### src/rtl/trig_link_pkg.sv
// Shared definitions for the main <-> channel trigger link.
// Word encodings, trigger-word field layout and the receiver lock states.
package trig_link_pkg;

    localparam logic [15:0] CH_COMMA   = 16'h00BC;
    localparam logic [15:0] CH_TRIG    = 16'h801C;
    localparam int          TRIG_FLAG  = 15;
    localparam int          TRIG_NUM_W = 15;

    typedef enum logic {
        HUNT   = 1'b0,
        LOCKED = 1'b1
    } link_state_t;

    typedef enum logic [1:0] {
        W_IDLE = 2'd0,
        W_TRIG = 2'd1,
        W_BAD  = 2'd2
    } word_class_t;

    function automatic word_class_t classify(input logic [15:0] data, input logic kchar);
        word_class_t cls;
        if (kchar && data == CH_COMMA)
            cls = W_IDLE;
        else if (!kchar && data[TRIG_FLAG])
            cls = W_TRIG;
        else
            cls = W_BAD;
        return cls;
    endfunction

endpackage

### src/rtl/sat_cnt.sv
// Saturating up-counter with synchronous clear; clear wins over increment.
module sat_cnt #(
    parameter int W = 16
) (
    input  logic         clk,
    input  logic         rst,
    input  logic         clr,
    input  logic         inc,
    output logic [W-1:0] cnt
);

    logic [W-1:0] cnt_reg;

    always_ff @(posedge clk) begin
        if (rst)
            cnt_reg <= '0;
        else if (clr)
            cnt_reg <= '0;
        else if (inc && cnt_reg != {W{1'b1}})
            cnt_reg <= cnt_reg + 1'b1;
    end

    assign cnt = cnt_reg;

endmodule

### src/rtl/trig_rx.sv
// Channel-side trigger link receiver: comma lock, trigger strobe with number,
// continuity check and slow-control statistics counters.
module trig_rx
    import trig_link_pkg::*;
#(
    parameter int LOCK_CNT   = 16,
    parameter int UNLOCK_CNT = 4
) (
    input  logic                  clk,
    input  logic                  rst,
    input  logic [15:0]           data_i,
    input  logic                  kchar_i,
    input  logic                  cnt_clr_i,
    output logic                  trig_o,
    output logic [TRIG_NUM_W-1:0] trig_num_o,
    output logic                  seq_err_o,
    output logic                  locked_o,
    output logic [31:0]           trig_cnt_o,
    output logic [15:0]           bad_cnt_o,
    output logic [15:0]           seq_cnt_o
);

    localparam int CW = $clog2(LOCK_CNT + 1);
    localparam int BW = $clog2(UNLOCK_CNT + 1);

    link_state_t           state_reg, state_next;
    logic [CW-1:0]         comma_run_reg, comma_run_next;
    logic [BW-1:0]         bad_run_reg, bad_run_next;
    logic                  first_reg, first_next;
    logic [TRIG_NUM_W-1:0] expected_reg, expected_next;
    logic                  trig_reg, trig_next;
    logic [TRIG_NUM_W-1:0] trig_num_reg, trig_num_next;
    logic                  seq_err_reg, seq_err_next;
    logic                  locked_reg, locked_next;
    logic [31:0]           trig_cnt_reg;
    logic                  trig_inc, bad_inc, seq_inc;

    word_class_t           word_cls;
    logic [TRIG_NUM_W-1:0] word_num;

    assign word_cls = classify(data_i, kchar_i);
    assign word_num = data_i[TRIG_NUM_W-1:0];

    always_ff @(posedge clk) begin
        if (rst) begin
            state_reg     <= HUNT;
            comma_run_reg <= '0;
            bad_run_reg   <= '0;
            first_reg     <= 1'b1;
            expected_reg  <= '0;
            trig_reg      <= 1'b0;
            trig_num_reg  <= '0;
            seq_err_reg   <= 1'b0;
            locked_reg    <= 1'b0;
        end else begin
            state_reg     <= state_next;
            comma_run_reg <= comma_run_next;
            bad_run_reg   <= bad_run_next;
            first_reg     <= first_next;
            expected_reg  <= expected_next;
            trig_reg      <= trig_next;
            trig_num_reg  <= trig_num_next;
            seq_err_reg   <= seq_err_next;
            locked_reg    <= locked_next;
        end
    end

    always_comb begin
        state_next     = state_reg;
        comma_run_next = comma_run_reg;
        bad_run_next   = bad_run_reg;
        first_next     = first_reg;
        expected_next  = expected_reg;
        trig_next      = 1'b0;
        trig_num_next  = trig_num_reg;
        seq_err_next   = 1'b0;
        locked_next    = locked_reg;
        trig_inc       = 1'b0;
        bad_inc        = 1'b0;
        seq_inc        = 1'b0;

        case (state_reg)
            HUNT: begin
                if (word_cls == W_IDLE) begin
                    if (comma_run_reg == CW'(LOCK_CNT - 1)) begin
                        state_next     = LOCKED;
                        locked_next    = 1'b1;
                        comma_run_next = '0;
                        bad_run_next   = '0;
                        first_next     = 1'b1;
                    end else begin
                        comma_run_next = comma_run_reg + 1'b1;
                    end
                end else begin
                    comma_run_next = '0;
                end
            end
            LOCKED: begin
                case (word_cls)
                    W_IDLE: bad_run_next = '0;
                    W_TRIG: begin
                        bad_run_next  = '0;
                        trig_next     = 1'b1;
                        trig_num_next = word_num;
                        trig_inc      = 1'b1;
                        // The first trigger after lock re-seeds the expected number.
                        if (first_reg)
                            first_next = 1'b0;
                        else if (word_num != expected_reg) begin
                            seq_err_next = 1'b1;
                            seq_inc      = 1'b1;
                        end
                        expected_next = word_num + 1'b1;
                    end
                    default: begin
                        bad_inc = 1'b1;
                        if (bad_run_reg == BW'(UNLOCK_CNT - 1)) begin
                            state_next     = HUNT;
                            locked_next    = 1'b0;
                            comma_run_next = '0;
                            bad_run_next   = '0;
                        end else begin
                            bad_run_next = bad_run_reg + 1'b1;
                        end
                    end
                endcase
            end
            default: state_next = HUNT;
        endcase
    end

    always_ff @(posedge clk) begin
        if (rst)
            trig_cnt_reg <= '0;
        else if (cnt_clr_i)
            trig_cnt_reg <= '0;
        else if (trig_inc)
            trig_cnt_reg <= trig_cnt_reg + 32'd1;
    end

    sat_cnt #(.W(16)) u_bad_cnt (
        .clk (clk),
        .rst (rst),
        .clr (cnt_clr_i),
        .inc (bad_inc),
        .cnt (bad_cnt_o)
    );

    sat_cnt #(.W(16)) u_seq_cnt (
        .clk (clk),
        .rst (rst),
        .clr (cnt_clr_i),
        .inc (seq_inc),
        .cnt (seq_cnt_o)
    );

    assign trig_o     = trig_reg;
    assign trig_num_o = trig_num_reg;
    assign seq_err_o  = seq_err_reg;
    assign locked_o   = locked_reg;
    assign trig_cnt_o = trig_cnt_reg;

endmodule

### config.mk
export PLATFORM = sky130hd
export DESIGN_NAME = trig_rx
export DESIGN_NICKNAME = d
export VERILOG_FILES = /design/src/rtl/trig_link_pkg.sv /design/src/rtl/sat_cnt.sv /design/src/rtl/trig_rx.sv
export SDC_FILE = /design/constraint.sdc
export NUM_CORES = 1
export LEC_CHECK = 0
export CAP_MARGIN = 0
export CORE_MARGIN = 1
export CORE_UTILIZATION = 55
export CTS_CLUSTER_DIAMETER = 120
export DETAILED_ROUTE_END_ITERATION = 10
export MAX_ROUTING_LAYER = met4
export PLACE_DENSITY = 0.85
export SLEW_MARGIN = 20
export SYNTH_ARGS = -nofsm -noshare
export SYNTH_HDL_FRONTEND = slang
export SYNTH_SLANG_ARGS = --single-unit
### constraint.sdc
create_clock -name clk -period 3.4 [get_ports clk]
set_clock_uncertainty 0.1 [all_clocks]
set_input_delay 0.34 -clock clk [delete_from_list [all_inputs] [get_ports clk]]
set_output_delay 0.34 -clock clk [all_outputs]
set_load 0.005 [all_outputs]
======== Yosys cells after proc, flatten, opt, wreduce, memory -nomap -nowiden ========
Index checks and enable logic that the tools add are counted.
storage, ports and cells
  register bits ........................... 107
  input port bits ......................... 20
  output and inout bits ................... 82
  word-level logic and storage cells ...... 76
operators by class
  add/subtract/negate cells ............... 6
  eq/ne operators ......................... 12
  muxes and demuxes ....................... 32
  bitwise logic cells ..................... 1
  reductions and logical operators ........ 13
operators with widths
  kind                   number
  $add 16x1->16 const B  2
  $add 32x1->32 const B  1
  $ne 16x16->1 const B   2
  $mux 5                 4
  $mux 1                 17
  $eq 16x8->1 const B    1
  $add 15x1->15 const B  1
  $ne 15x15->1           1
  $mux 3                 4
  $pmux 5 s2             1
  $ne 2x2->1 const B     3
  $pmux 1 s2             3
  $pmux 3 s2             1
  $reduce_and 2->1       3
  $add 5x1->5 const B    1
  $eq 5x4->1 const B     1
  $logic_and 1x1->1      4
  $mux 2                 2
  $ne 2x1->1 const B     2
  $reduce_and 4->1       1
  $reduce_or 2->1        2
  $add 3x1->3 const B    1
  $eq 3x2->1 const B     1
  $reduce_and 3->1       1
  other kinds (4)        4

======== Longest topological paths before layout ========
Gate-level depths: netlist of the first run.
  depth in word-level cells ............... 9
  mapped depth ............................ 9
  depth with buffers taken out ............ 8

======== Cells and area by module ========
From an unflattened synthesis of the first run, not the netlist that was laid out.
second synthesis, totals
  cells, all modules ...................... 644
  area, all modules ....................... 5497.8 um2
by module, submodules not included
  module   instances  cells an instance  area an instance (um2)  sequential area each (um2)
  trig_rx  1          440                3663.5                  1501.4
  sat_cnt  2          102                917.1                   320.3

======== Worst setup path after synthesis of the first run ========
OpenSTA, ideal clock, no wires.
  kind .................................... flip-flop to flip-flop
  from .................................... register trig_cnt_reg[5] (netlist: trig_cnt_o[5])
  to ...................................... register trig_cnt_reg[28] (netlist: trig_cnt_o[28])
  library setup time ...................... 0.070 ns
  data arrival time ....................... 2.099 ns
  required time ........................... 3.230 ns
  path slack .............................. 1.131 ns
  cell stages (with the launch flop) ...... 7
  path buffers ............................ 1
  clock period less this slack ............ 2.269 ns
  path through ............................ dfxtp_1 nand4_2 or4_4 or3b_1 buf_2 or3_1 a21oi_1
between the ends
  word-level cells in the longest chain between the ends .. 1
RTL lines
  item                      line            source
  start: declaration        trig_rx.sv:35   logic [31:0] trig_cnt_reg;
  start signal: assignment  trig_rx.sv:138  trig_cnt_reg <= trig_cnt_reg + 32'd1;
  $add 32x1->32             trig_rx.sv:138
No other way between the ends.
A chain may end at the register's enable or synchronous reset.

======== Final worst setup path of the first run ========
  from .................................... input data_i[1]
  to ...................................... register u_bad_cnt.cnt_reg[6] (netlist: u_bad_cnt.cnt[6])
between the ends
  word-level cells in the longest chain between the ends .. 8
  elaborated cells on any way between the ends .. 9
  classes of those cells .................. 2 x eq/ne; 3 x mux; 4 x reduce/logical
RTL lines
  item                                           line                 source
  start: declaration                             trig_rx.sv:11        input logic [15:0] data_i,
  $eq 16x8->1 (*)                                trig_link_pkg.sv:23  if (kchar && data == CH_COMMA)
  $logic_and 1x1->1 (*)                          trig_link_pkg.sv:23
  $mux 2 (*)                                     trig_link_pkg.sv:23
  $eq 2x1->1 or $logic_not 2->1 (tied branches)  trig_rx.sv:99        case (word_cls)
  $reduce_or 2->1 (no source line) (*)           --
  $mux 1 (*)                                     trig_rx.sv:99
  $mux 1 (*)                                     trig_rx.sv:82        case (state_reg)
  $logic_and 1x1->1 (*)                          sat_cnt.sv:19        else if (inc && cnt_reg != {W{1'b1}})
  end signal: assignment                         sat_cnt.sv:20        cnt_reg <= cnt_reg + 1'b1;
  end: declaration                               sat_cnt.sv:12        logic [W-1:0] cnt_reg;
Every way passes the cells marked *; elsewhere a longest branch is shown, timed or not.

==> results of run 1 <==
## layer usage
layer | GRT usage | up-vias | routed length [um]
li1 | - | 2212 | -
met1 | 0.337 | 2095 | 5180
met2 | 0.447 | 105 | 5760
met3 | 0.0521 | 18 | 509
met4 | 0.0808 | 0 | 179
met5 | - | - | 0
## final cells by class
type / count / area, um2
Tap cell: 105 / 131
Fill cell: 645 / 2200
Clock buffer: 9 / 124
Timing Repair Buffer: 107 / 1060
Clock inverter: 7 / 98.8
Sequential cell: 107 / 2140
Multi-Input combinational cell: 443 / 2600
Inverter: 7 / 26.3
## worst paths after layout
kind	start	end	slack (ns)	cells past startpoint
worst min register to register	trig_num_o[5]	trig_num_o[5]	0.36	2
worst max-delay path	data_i[1]	u_bad_cnt.cnt[6]	0.74	9
worst min-delay path	trig_num_o[5]	trig_num_o[5]	0.36	2
worst max register to register	trig_cnt_o[6]	trig_cnt_o[28]	0.90	5
## report_power, final
part | internal, uW | leakage [uW] | switching, uW
combinational | 37.4 | 0.00104 | 53.9
clock | 422 | 0.000115 | 448
sequential | 1250 | 0.000861 | 0.0000845
total | 1710 | 0.00202 | 502
## Yosys cell counts, drive strengths merged, types with 3 or more instances
cell type	number
nor4	9
xor2	46
and3	11
ha	7
or3	12
nand3	31
dfxtp	107
or4	5
nand2	79
and2	3
nor2	78
nor3	6
clkbuf	20
a21oi	38
a211oi	13
nand4	24
xnor2	23
buf	6
nand3b	5
o21ai	14
o31ai	3
and4	7
inv	7
## metrics by stage
step / area, um2 / utilization
CTS: 6180 / 0.738
global placement: 5960 / 0.711
floorplan: 4870 / -
global route: 6180 / 0.738
finish: 6180 / 0.738
detailed placement: 5960 / 0.711
## critical path, stage by stage
cell and delay, ns:
clkdlybuf4s50_1 0.61, inv_1 0.07, ha_1 0.18, nor4bb_1 0.12
and4_1 0.34, nor3_1 0.73, nand4_1 0.19, xor2_1 0.17
nor2_1 0.05
## logic make-up (layout without fill, tap and decap cells)
family / count (synthesis) / after routing / synth area share
buf+inv: 33 / 130 / 0.0257
flops: 107 / 107 / 0.440
compound gates: 82 / 82 / 0.102
mux: 2 / 2 / 0.00411
simple gates: 283 / 283 / 0.286
fa+ha+maj: 7 / 7 / 0.0180
xor+xnor: 69 / 69 / 0.124
## placed cells by master, fill, tap and decap left out, types with 4 or more instances in the layout
master           instances
clkdlybuf4s50_1        101
o21ai_0                 14
nand4_1                 23
ha_1                     7
inv_1                    7
clkbuf_8                 9
buf_4                    6
a211oi_1                13
dfxtp_1                107
or4_1                    4
nand2_1                 79
nor4_1                   9
nor3_1                   6
and3_1                  11
and4_1                   7
xor2_1                  46
xnor2_1                 23
nor2_1                  77
nand3b_1                 5
a21oi_1                 38
or3_1                   12
nand3_1                 31
==> metrics, run 1 <==
sequential fraction of the synthesis area 0.440; clk buf depth 2; share of cells above drive strength 1 0.0456; Warnings, synthesis 0; post-CTS resize count 0; RSZ-0062 raised after global routing false; GRT Residual Overflow 0; status finished clean; IO Pins 102; final WL 11.6 mm; Design Power 2210 uW; Post-synth EDFFs 0; worst-skew pair later-pin latency 0.37 ns; peak supply drop 316 uV; Most used DFF post-synth dfxtp_1; crit end category register; Tmin final 2.66 ns; fin cells 785; Worst EP arrival 2.81 ns; Die Area 9230 um2; total track usage 0.271; period utilization 0.782; post-synth net total 610; largest net degree at the start of global routing 44; initial antenna violation count 0; Cells after DPL 769; via count 4430; Worst EP required 3.55 ns; FP Rows 33; fin nets 702; first-pass GRT wire length 19.1 mm; transition time of the tightest slew-check pin 0.878 ns; final setup TNS 0 ns; Die W 96.1 um; PortBufs 101; synthesized area 4870 um2; CTS sink count 107; Leak 0.00202 uW; leading area contributor after synthesis dfxtp_1; # hold bufs at CTS 0; Post-CTS Setup Inserts 0; CTS tree done; final setup fails 0; clk slew on worst S/H paths 0.10 ns; Synth top area share 0.440; number of flip-flops in the largest register 32; max-cap viol count 0; root buf cell clkbuf_8; Cell Pwr Density 358 nW/um2; Final Hold Fails 0; type of the worst setup path in2reg; Core Region 8380 um2; worst setup margin 0.742 ns; crit-path max FO 13; Initial Util 0.581; pre-CTS setup slack 0.375 ns; Slew HR 0.413; post-DR wirelength/cell 14.8 um; Achievable Freq 376 MHz; top post-synthesis cells by area dfxtp_1 44%, xor2_1 8.3%, nand2_1 6.1%; number of synthesized register bits 107; H-Tree Depth 3; Cells after Synth 583; remaining antenna violation count 0; DRC 0; worst hold margin 0.360 ns; Final GP Congestion 0.838; synthesized area per cell 8.35 um2; Antenna Diode Count 0; P&R area growth vs syn 27.0%; Vias/cell 5.64; Cell variety after synth 45; Detailed Place HPWL 8.46 mm; Pre-antenna DRT Iters 5; fraction of registers with async set/reset 0; Max Slew Vio Count 0; Num CTS Buffers 9; Die Ht 96.1 um; min-delay worst type reg2reg; DR iter-0 viols 161; startpoint types input pin; vias in the first global route 4122
No activity file was read; power rests on OpenSTA's default activity.
==> inputs of run 2 (changes only) <==
--- a/config.mk
+++ b/config.mk
@@ -7,11 +7,11 @@
 export LEC_CHECK = 0
 export CAP_MARGIN = 0
 export CORE_MARGIN = 1
-export CORE_UTILIZATION = 55
+export CORE_UTILIZATION = 46
 export CTS_CLUSTER_DIAMETER = 120
 export DETAILED_ROUTE_END_ITERATION = 10
 export MAX_ROUTING_LAYER = met4
-export PLACE_DENSITY = 0.85
+export PLACE_DENSITY = 0.76
 export SLEW_MARGIN = 20
 export SYNTH_ARGS = -nofsm -noshare
 export SYNTH_HDL_FRONTEND = slang
==> constraint.sdc (replaced) <==
create_clock -name clk -period 2.3 [get_ports clk]
set_clock_uncertainty 0.1 [all_clocks]
set_input_delay 0.23 -clock clk [delete_from_list [all_inputs] [get_ports clk]]
set_output_delay 0.23 -clock clk [all_outputs]
set_load 0.005 [all_outputs]
==> metrics, run 2 (synthesis results as in run 1) <==
fin nets 749 (+6.7%); Design Power 3310 uW (+49%); vias in the first global route 4202 (+1.9%); fin area 6610 um2 (+7.0%); Worst EP arrival 2.44 ns (-0.37 ns); Die Area 11000 um2 (+19%); final setup fails 0 (unchanged); post-DR wirelength/cell 14.0 um (-5.7%); remaining antenna violation count 0 (unchanged); Tmin final 2.22 ns; type of the worst setup path reg2reg; DRC 0 (unchanged); share of cells above drive strength 1 0.111 (+0.0658); Detailed Place HPWL 8.84 mm (+4.4%); IO Pins 102 (unchanged); Achievable Freq 450 MHz; Die W 105 um (+9.1%); P&R area growth vs syn 35.8%; peak supply drop 378 uV (+20%); # hold bufs at CTS 0 (unchanged); root buf cell clkbuf_8; Core Region 10300 um2 (+23%); Pre-antenna DRT Iters 4 (-1); initial antenna violation count 0 (unchanged); min-delay worst type reg2reg; clk slew on worst S/H paths 0.11 ns (about the same); Die Ht 105 um (+9.1%); CTS sink count 107 (unchanged); total track usage 0.228 (-0.0432); FP Rows 37 (+12%); crit end category register; Post-CTS Setup Inserts 0 (unchanged); final WL 12.0 mm (+3.7%); Slew HR 0.684 (+0.271); max-cap viol count 0 (unchanged); Cell Pwr Density 500 nW/um2 (+40%); transition time of the tightest slew-check pin 0.474 ns (-0.404 ns); via count 4611 (+4.1%); Antenna Diode Count 0 (unchanged); commonest non-fill, non-tap cell in the layout dfxtp_1; Max Slew Vio Count 0 (unchanged); status finished clean; CTS tree done; largest net degree at the start of global routing 46 (+4.5%); worst setup margin 0.0791 ns (-0.663 ns); period utilization 0.966; Num CTS Buffers 9 (unchanged); number of flip-flops in the largest register 32 (unchanged); Final Hold Fails 0 (unchanged); GRT Residual Overflow 0 (unchanged); clk buf depth 2 (unchanged); Worst EP required 2.52 ns (-1.03 ns); Placed Area 6380 um2 (+7.0%); Final GP Congestion 0.889 (+6.1%); Initial Util 0.474 (-0.107); worst-skew pair later-pin latency 0.38 ns (about the same); crit-path max FO 7 (-6); RSZ-0062 raised after global routing false; startpoint types register; DR iter-0 viols 173 (+7.5%); Leak 0.00226 uW (+12%); Vias/cell 5.34 (-5.3%); H-Tree Depth 3 (unchanged); final setup TNS 0 ns (unchanged); first-pass GRT wire length 19.9 mm (+4.6%); PortBufs 101 (unchanged); pre-CTS setup slack -0.327 ns (-0.702 ns); most frequent cells in the layout 107 x dfxtp_1, 101 x clkdlybuf4s50_1, 79 x nand2_1
==> run 2: final cells by class <==
type	count	area (um2)
Timing Repair Buffer	154	1430
Clock inverter	7	98.8
Fill cell	891	3660
Multi-Input combinational cell	443	2620
Clock buffer	9	124
Tap cell	136	170
Inverter	7	26.3
Sequential cell	107	2140
==> run 2: worst max-delay path, stage by stage, from the launching register on <==
cell,delay [ns]
dfxtp_1,0.40
nand4_2,0.14
or4_4,0.56
or3b_4,0.45
or3_1,0.36
a21oi_1,0.14
==> run 2: path summary, 6_finish.rpt <==
path | startpoint | to | slack, ns | depth (start not counted)
setup / recovery | trig_cnt_o[8] | trig_cnt_o[28] | 0.08 | 5
hold / removal | trig_num_o[2] | trig_num_o[2] | 0.36 | 2
setup reg to reg | trig_cnt_o[8] | trig_cnt_o[28] | 0.08 | 5
hold reg to reg | trig_num_o[2] | trig_num_o[2] | 0.36 | 2
==> run 2: where the power goes <==
group          internal [uW]  total [uW]  switching, uW
clock network            621        1290            671
registers               1850        1850       0.000138
logic                   76.1         163           86.4
total                   2550        3310            757
==> run 2: per-layer routing <==
metal  up-vias  share of wire  track usage
met2        94           0.49        0.378
li1       2310              -            -
met4         0          0.014       0.0734
met3        13          0.040       0.0293
met1      2194           0.46        0.289
met5         -              0            -
==> run 2: stage by stage <==
| stage | hold slack [ns] | cells | utilization |
|---|---|---|---|
| 4_1_cts | 0.367 | 863 | 0.642 |
| 3_5_place_dp | 0.350 | 847 | 0.620 |
| 3_3_place_gp | 0.339 | 847 | 0.620 |
| 5_1_grt | 0.386 | 863 | 0.643 |
| 2_1_floorplan | 0.266 | 583 | - |
| 6_report | 0.364 | 863 | 0.643 |
==> run 2: timing repair <==
action / CTS / global route
setup endpoints to repair: 0 / 8
endpoints found under the hold margin: 0 / 0
gates resized for setup: 0 / 3
